`config.mk`:
```
export PLATFORM = sky130hd
export DESIGN_NAME = mem_wb_stage
export DESIGN_NICKNAME = d
export VERILOG_FILES = /design/src/rtl/mem_wb_stage.sv
export SDC_FILE = /design/constraint.sdc
export NUM_CORES = 1
export LEC_CHECK = 0
export ABC_AREA = 1
export ABC_CLOCK_PERIOD_IN_PS = 2350
export BUFFER_PORTS_ARGS = -buffer_cell sky130_fd_sc_hd__buf_2
export CAP_MARGIN = 20
export CELL_PAD_IN_SITES_DETAIL_PLACEMENT = 0
export CELL_PAD_IN_SITES_GLOBAL_PLACEMENT = 1
export CORE_ASPECT_RATIO = 2
export CORE_UTILIZATION = 25
export DETAILED_ROUTE_END_ITERATION = 16
export PLACE_DENSITY = 0.61
export SYNTH_ARGS = -nofsm -noshare
export SYNTH_HDL_FRONTEND = slang
export SYNTH_SLANG_ARGS = --single-unit
```
`constraint.sdc`:
```
create_clock -name clk -period 2.35 [get_ports clk]
set_clock_uncertainty 0.15 [all_clocks]
set_input_delay 0.3525 -clock clk [delete_from_list [all_inputs] [get_ports clk]]
set_output_delay 0.3525 -clock clk [all_outputs]
set_load 0.01 [all_outputs]
```
`src/rtl/mem_wb_stage.sv`:
```
// MEM->WB pipeline register: aligns/extends load data, stalls upstream while dmem is not ready.
// Optional MEM_WB_LWLR_EN enables LWL/LWR merging; without it those loads raise bus_err.
module mem_wb_stage #(
  parameter int DATA_WIDTH  = 32,
  parameter int ADDR_WIDTH  = 5,
  parameter int MEM_TIMEOUT = 15
) (
  input  logic                  clk,
  input  logic                  rst_n,
  input  logic                  exmem_valid,
  input  logic                  exmem_reg_write,
  input  logic [ADDR_WIDTH-1:0] exmem_rd_addr,
  input  logic [DATA_WIDTH-1:0] exmem_alu_result,
  input  logic [2:0]            exmem_load_type,
  input  logic [DATA_WIDTH-1:0] dmem_rdata,
  input  logic                  dmem_ready,
  input  logic                  flush,
  output logic [DATA_WIDTH-1:0] memwb_data,
  output logic [ADDR_WIDTH-1:0] memwb_rd_addr,
  output logic [3:0]            memwb_byte_en,
  output logic                  stall_out,
  output logic                  bus_err
);

  localparam logic [0:0] S_RUN  = 1'b0;
  localparam logic [0:0] S_WAIT = 1'b1;
  localparam logic [7:0] TMO    = 8'(MEM_TIMEOUT);

  logic [0:0]            state;
  logic [7:0]            wait_cnt;
  logic                  live;
  logic                  is_load;
  logic                  timeout;
  logic [1:0]            off;
  logic [DATA_WIDTH-1:0] byte_shift;
  logic [7:0]            ld_byte;
  logic [15:0]           ld_half;
  logic [DATA_WIDTH-1:0] ld_data;
  logic [3:0]            ld_be;
  logic                  ld_bad;

  assign live       = exmem_valid & exmem_reg_write & (exmem_rd_addr != '0);
  assign is_load    = exmem_load_type != 3'd0;
  assign off        = exmem_alu_result[1:0];
  assign byte_shift = dmem_rdata >> {off, 3'b000};
  assign ld_byte    = byte_shift[7:0];
  assign ld_half    = off[1] ? dmem_rdata[31:16] : dmem_rdata[15:0];
  assign timeout    = (state == S_WAIT) && (wait_cnt == TMO);

  // Load formatting; misaligned or unsupported load types flag ld_bad.
  always_comb begin
    ld_data = '0;
    ld_be   = 4'b1111;
    ld_bad  = 1'b0;
    case (exmem_load_type)
      3'd0: ld_data = exmem_alu_result;
      3'd1: ld_data = {{24{ld_byte[7]}}, ld_byte};
      3'd2: ld_data = {24'd0, ld_byte};
      3'd3: begin
        if (off[0]) ld_bad = 1'b1;
        else        ld_data = {{16{ld_half[15]}}, ld_half};
      end
      3'd4: begin
        if (off[0]) ld_bad = 1'b1;
        else        ld_data = {16'd0, ld_half};
      end
      3'd5: begin
        if (off != 2'd0) ld_bad = 1'b1;
        else             ld_data = dmem_rdata;
      end
`ifdef MEM_WB_LWLR_EN
      3'd6: begin
        ld_data = dmem_rdata << {2'd3 - off, 3'b000};
        ld_be   = 4'b1111 << (2'd3 - off);
      end
      3'd7: begin
        ld_data = byte_shift;
        ld_be   = 4'b1111 >> off;
      end
`endif
      default: ld_bad = 1'b1;
    endcase
    if (ld_bad) ld_be = 4'b0000;
  end

  // The capture cycle out of WAIT and the timeout cycle both release upstream.
  assign stall_out = ~flush &
                     (((state == S_RUN) & live & is_load & ~ld_bad & ~dmem_ready) |
                      ((state == S_WAIT) & ~timeout & ~dmem_ready));

  always_ff @(posedge clk or negedge rst_n) begin
    if (!rst_n) begin
      state         <= S_RUN;
      wait_cnt      <= '0;
      memwb_data    <= '0;
      memwb_rd_addr <= '0;
      memwb_byte_en <= 4'b0000;
      bus_err       <= 1'b0;
    end else begin
      memwb_data    <= '0;
      memwb_rd_addr <= '0;
      memwb_byte_en <= 4'b0000;
      bus_err       <= 1'b0;
      if (flush) begin
        state    <= S_RUN;
        wait_cnt <= '0;
      end else if (state == S_RUN) begin
        if (live) begin
          if (ld_bad) begin
            bus_err <= 1'b1;
          end else if (is_load && !dmem_ready) begin
            state    <= S_WAIT;
            wait_cnt <= 8'd1;
          end else begin
            memwb_data    <= ld_data;
            memwb_rd_addr <= exmem_rd_addr;
            memwb_byte_en <= ld_be;
          end
        end
      end else begin
        if (timeout) begin
          bus_err  <= 1'b1;
          state    <= S_RUN;
          wait_cnt <= '0;
        end else if (dmem_ready) begin
          memwb_data    <= ld_data;
          memwb_rd_addr <= exmem_rd_addr;
          memwb_byte_en <= ld_be;
          state         <= S_RUN;
          wait_cnt      <= '0;
        end else begin
          wait_cnt <= wait_cnt + 8'd1;
        end
      end
    end
  end

endmodule

```
==> Word-level counts from Yosys, hierarchy flattened <==
Index checks and enable logic that the tools add are counted.
{ "totals": {"reg_bits": 51, "inputBits": 78, "out_inout_bits": 43, "word_cells": 91} }
{ "classes": {"n_addsub": 1, "eq_ne": 7, "shift": 1, "mux": 49, "bitwise": 15, "n_reduce_logical": 12} }
{ "ops": {"columns": ["operator", "count"], "rows": [
  ["$mux W32", 9],
  ["$pmux W32 S6", 1],
  ["$mux W8", 7],
  ["$mux W5", 7],
  ["$mux W16", 2],
  ["$mux W4", 8],
  ["$shr A32 B5 Y8", 1],
  ["$mux W1", 14],
  ["$and A1 B1 Y1", 9],
  ["$reduce_bool A3 Y1", 3],
  ["$add A8 B1 Y8 const B", 1],
  ["$eq A8 B4 Y1 const B", 1],
  ["$eq A3 B2 Y1 const B", 2],
  ["$eq A3 B3 Y1 const B", 2],
  ["$not A1 Y1", 5],
  ["$reduce_bool A5 Y1", 1],
  ["$eq A3 B1 Y1 const B", 1],
  ["$logic_not A3 Y1", 1],
  ["$ne A3 B3 Y1 const B", 1],
  ["$pmux W1 S3", 1],
  ["$reduce_and A3 Y1", 1],
  ["$reduce_or A3 Y1", 1],
  ["$logic_and A1 B1 Y1", 2],
  ["$reduce_bool A2 Y1", 1],
  ["other kinds (3)", 3]
]} }

==> Longest topological paths before layout <==
{ "depth": {"depth_word": 9, "depth_mapped": 11, "depth_no_buf": 9} }

==> Least setup slack after synthesis <==
OpenSTA, ideal clock, no wires.
{ "synth_timing": {"path_type": "input to output", "from": "input exmem_alu_result[1]", "to": "output stall_out", "arrival_time_ns": 1.293, "required_ns": 1.847, "path_slack_ns": 0.555, "path_stages": 8, "n_path_buf": 1, "cell_sequence": "buf_2 nor2_4 nand2_1 nand2_1 nand2_1 nor2_1 nand2_1 o21ai_0"} }
{ "synth_between": {"elab_chain_cells": 8} }
{ "synth_lines": {"columns": ["element", "line", "source"], "rows": [
  ["start, declared", "13", "input logic [DATA_WIDTH-1:0] exmem_alu_result,"],
  ["$reduce_bool A2 Y1", "68", "if (off != 2'd0) ld_bad = 1'b1;"],
  ["$mux W1", "68", null],
  ["$pmux W1 S3", "55", "case (exmem_load_type)"],
  ["$not A1 Y1", "88", "(((state == S_RUN) & live & is_load & ~ld_bad & ~dmem_ready) |"],
  ["$and A1 B1 Y1 (2 in series)", "88", null],
  ["$or A1 B1 Y1", "88", null],
  ["$and A1 B1 Y1", "87", "assign stall_out = ~flush &"],
  ["end, declared", "21", "output logic stall_out,"]
]} }
Every way passes these cells.

==> Worst setup path after layout <==
{ "layout_timing": {"from": "register wait_cnt[0]", "to": "output stall_out"} }
{ "layout_between": {"elab_chain_cells": 7} }
{ "layout_lines": {"columns": ["element", "line", "source"], "rows": [
  ["start, declared", "30", "logic [7:0] wait_cnt;"],
  ["start signal, assigned", "132", "wait_cnt <= wait_cnt + 8'd1;"],
  ["$eq A8 B4 Y1", "48", "assign timeout = (state == S_WAIT) && (wait_cnt == TMO);"],
  ["$logic_and A1 B1 Y1", "48", null],
  ["$not A1 Y1", "89", "((state == S_WAIT) & ~timeout & ~dmem_ready));"],
  ["$and A1 B1 Y1 (2 in series)", "89", null],
  ["$or A1 B1 Y1", "88", null],
  ["$and A1 B1 Y1", "87", null]
]} }
Every way passes these cells.

==> metrics.txt <==
# TYPE chip_impl_metric gauge
chip_impl_metric{name="maxCapViolCount",unit=""} 0
chip_impl_metric{name="worst_path_largest_cell_delay",unit="ns"} 0.39
chip_impl_metric{name="setup_violations",unit=""} 0
chip_impl_metric{name="finalCriticalPeriod",unit="ns"} 2.24
chip_impl_metric{name="ir_worst_vdd",unit="V"} 0.000341
chip_impl_metric{name="detail_route.first_pass.iterations",unit=""} 6
chip_impl_metric{name="r2r_cells",unit=""} 10
chip_impl_metric{name="numPortBuffers",unit=""} 120
chip_impl_metric{name="finalHoldViolations",unit=""} 0
chip_impl_info{name="r2r_start",value="wait_cnt[0]$_DFFE_PN0P_"} 1
chip_impl_info{name="commonest_non_fill_non_tap_cell_in_the_layout",value="sky130_fd_sc_hd__buf_2"} 1
chip_impl_metric{name="grt_pass1_wl",unit="um"} 16500
chip_impl_info{name="cp_slowest_cell",value="sky130_fd_sc_hd__dfrtp_1"} 1
chip_impl_metric{name="data_required_time_at_the_worst_endpoint",unit="ns"} 1.85
chip_impl_metric{name="cp_data_arrival_time",unit="ns"} 1.74
chip_impl_metric{name="postCtsHoldBufs",unit=""} 0
chip_impl_metric{name="floorplan.die_area",unit="um^2"} 12200
chip_impl_info{name="clock_tree_from_tritoncts",value="done"} 1
chip_impl_info{name="crit-reg2reg-capture",value="memwb_data[4]$_DFF_PN0_"} 1
chip_impl_metric{name="track_usage",unit=""} 0.183
chip_impl_metric{name="post_dr_vias_cell",unit=""} 4.58
chip_impl_info{name="worst_path_cell_chain",value="ha_1 > nand2_1 > nor2_1 > nand4_1 > nand3_2 > o21ai_0 > buf_2"} 1
chip_impl_info{name="layout_common_cells",value="sky130_fd_sc_hd__buf_2 (120), sky130_fd_sc_hd__nand2_1 (116), sky130_fd_sc_hd__nor2_1 (89), sky130_fd_sc_hd__dfrtp_1 (48), sky130_fd_sc_hd__inv_1 (39)"} 1
chip_impl_metric{name="first_global_vias",unit=""} 3157
chip_impl_metric{name="grt_antenna_before_repair",unit=""} 0
chip_impl_metric{name="totalWireLength",unit="um"} 11000
chip_impl_metric{name="synth-seq-area-share",unit=""} 0.408
chip_impl_info{name="status",value="complete, no violations"} 1
chip_impl_metric{name="period_utilization_post_route",unit=""} 0.952
chip_impl_metric{name="coreArea",unit="um^2"} 11400
chip_impl_metric{name="synthesis.instances",unit=""} 434
chip_impl_metric{name="clock_tree.htree_level_count",unit=""} 2
chip_impl_info{name="end_kind",value="primary output"} 1
chip_impl_metric{name="mappedNetlistNets",unit=""} 513
chip_impl_metric{name="globalRouteOverflowTotal",unit=""} 0
chip_impl_metric{name="final_max_slew_viol_count",unit=""} 0
chip_impl_metric{name="clock_slew_seen_by_the_registers_of_the_worst_setup_and_hold_paths",unit="ns"} 0.07
chip_impl_metric{name="synth.avg_cell_area",unit="um^2"} 6.78
chip_impl_metric{name="floorplan.rows",unit=""} 55
chip_impl_metric{name="power.leakage",unit="nW"} 2.17
chip_impl_metric{name="drt_first_iter_violations",unit=""} 156
chip_impl_metric{name="power-per-cell-area",unit="nW/um^2"} 536
chip_impl_metric{name="synth_top_area_frac",unit=""} 0.408
chip_impl_metric{name="routed-via-count",unit=""} 3200
chip_impl_metric{name="worst_slew_pin_slew",unit="ns"} 0.624
chip_impl_metric{name="insertion_delay",unit="ns"} 0.28
chip_impl_info{name="grt_setup_unrepaired",value="false"} 1
chip_impl_metric{name="initial_core_util",unit=""} 0.259
chip_impl_metric{name="antenna_violating_nets_left",unit=""} 0
chip_impl_info{name="hold_path_class",value="in2async"} 1
chip_impl_metric{name="stages_on_the_worst_setup_path",unit=""} 7
chip_impl_metric{name="drive_above_1_share",unit=""} 0.282
chip_impl_metric{name="dieHeight",unit="um"} 155
chip_impl_metric{name="die_span_x",unit="um"} 78.7
chip_impl_metric{name="ctsLongestPathBuffers",unit=""} 2
chip_impl_info{name="clock_tree.root_cell",value="sky130_fd_sc_hd__clkbuf_16"} 1
chip_impl_metric{name="drc_errors",unit=""} 0
chip_impl_info{name="synth.top_cells.by_area",value="sky130_fd_sc_hd__dfrtp_1 (41%), sky130_fd_sc_hd__nand2_1 (15%), sky130_fd_sc_hd__nor2_1 (11%)"} 1
chip_impl_metric{name="critical_path_peak_fanout",unit=""} 4
chip_impl_metric{name="timing.critical_path.buf_inv",unit=""} 1
chip_impl_info{name="cp_top_family",value="simple AND/OR/NAND/NOR gates"} 1
chip_impl_metric{name="cts_made_buffers",unit=""} 5
chip_impl_metric{name="avgRoutedWirePerCell",unit="um"} 15.7
chip_impl_metric{name="finalWeightedCongestion",unit=""} 0.902
chip_impl_metric{name="pin_count_of_the_biggest_net_entering_global_routing",unit=""} 49
chip_impl_metric{name="dp_hpwl",unit="um"} 9070
chip_impl_metric{name="diodes",unit=""} 0
chip_impl_metric{name="fin_setup_tns",unit="ns"} 0
chip_impl_metric{name="yosys.cell_types.count",unit=""} 28
chip_impl_metric{name="yosys_warnings",unit=""} 0
chip_impl_metric{name="reg2reg_slack",unit="ns"} 0.21
chip_impl_metric{name="io_pins",unit=""} 121
chip_impl_metric{name="netlist_area",unit="um^2"} 2940
chip_impl_metric{name="area.growth.synth_to_final",unit="%"} 32.8
chip_impl_metric{name="synth_seq_cells",unit=""} 48
chip_impl_metric{name="dp_slack",unit="ns"} 0.328
chip_impl_metric{name="timing.slew.headroom",unit=""} 0.584
chip_impl_info{name="startpoint_type",value="flop"} 1
chip_impl_metric{name="timing.final.ws_setup",unit="ns"} 0.112
chip_impl_info{name="synth.largest_area_cell",value="sky130_fd_sc_hd__dfrtp_1"} 1
chip_impl_metric{name="total_power",unit="mW"} 2.09
chip_impl_metric{name="nNetsFinal",unit=""} 635
chip_impl_metric{name="clock_sink_count",unit=""} 48
chip_impl_metric{name="num-fill-cells",unit=""} 1305
chip_impl_info{name="timing_worst_setup_path_type",value="reg2out"} 1
chip_impl_metric{name="achievable-frequency",unit="MHz"} 447
kinds of logic after synthesis:
group,share of synthesized area
buffers and inverters,0.0978
AO/OA/AOI/OAI,0.108
flip-flops,0.408
adder cells (fa/ha/maj),0.00425
AND/OR/NAND/NOR,0.382
report_power, final:
group	switching (mW)	internal (mW)	total (mW)
Clock	0.301	0.604	0.904
Combinational	0.221	0.125	0.346
Sequential	0.00648	0.836	0.843
Total	0.528	1.56	2.09
worst reg2reg max path, delay by kind of cell, from the launching register on:
kind                       cells  cell delay (ns)
and+or+nand+nor                7             0.90
buffers and inverters          2             0.40
DFF                            1             0.39
adders and majority gates      1             0.18
worst max path at each step:
stage | from | to
4_1_cts | wait_cnt[0]$_DFFE_PN0P_ | stall_out
5_1_grt | wait_cnt[0]$_DFFE_PN0P_ | stall_out
6_report | wait_cnt[0]$_DFFE_PN0P_ | stall_out
3_3_place_gp | exmem_load_type[2] | stall_out
2_1_floorplan | exmem_alu_result[1] | stall_out
3_5_place_dp | exmem_load_type[1] | memwb_data[9]$_DFF_PN0_
layout make-up:
class / instances / area [um^2] / area share
inverters: 44 / 165 / 0.0423
clock inverters: 2 / 60.1 / 0.0154
repair buffers: 134 / 718 / 0.184
flip-flops and latches: 48 / 1200 / 0.307
well taps: 142 / 178 / 0.0455
clock buffers: 5 / 125 / 0.0320
multi-input cells: 323 / 1460 / 0.374
sequential cells by signal, summed over array words and instances, names as in the netlist:
signal	cells
bus_err	1
memwb_byte_en	1
memwb_data	32
memwb_rd_addr	5
state	1
wait_cnt	8
through the flow:
step | instances | utilization | instance area [um^2] | hold WS [ns]
after floorplan | 434 | - | 2940 | -0.0931
after global placement | 689 | 0.326 | 3700 | 0.340
after detailed placement | 689 | 0.326 | 3700 | 0.346
after CTS | 696 | 0.342 | 3890 | 0.0381
after global routing | 698 | 0.344 | 3910 | 0.0662
final | 698 | 0.344 | 3910 | 0.00454
Yosys cell counts, drive strengths merged:
| cell type | count |
|---|---|
| a21oi | 13 |
| a22o | 2 |
| and2 | 1 |
| buf | 16 |
| clkbuf | 3 |
| dfrtp | 48 |
| ha | 1 |
| inv | 44 |
| nand2 | 119 |
| nand3 | 33 |
| nand3b | 1 |
| nand4 | 15 |
| nor2 | 95 |
| nor3 | 2 |
| nor3b | 1 |
| o2111ai | 1 |
| o211ai | 7 |
| o21ai | 29 |
| o21bai | 2 |
| o31ai | 1 |
repair_timing:
action / 4_1_cts / 5_1_grt
endpoints found under the setup margin: 0 / 1
gates resized for setup: 0 / 1
buffers inserted: 0 / 2
layer usage:
metal | global-route usage | part of all wire
met5 | 0 | 0
met4 | 0.0802 | 0.033
met3 | 0.0164 | 0.034
met2 | 0.358 | 0.57
met1 | 0.190 | 0.37
Note: power is estimated with default switching activity, not from simulation.
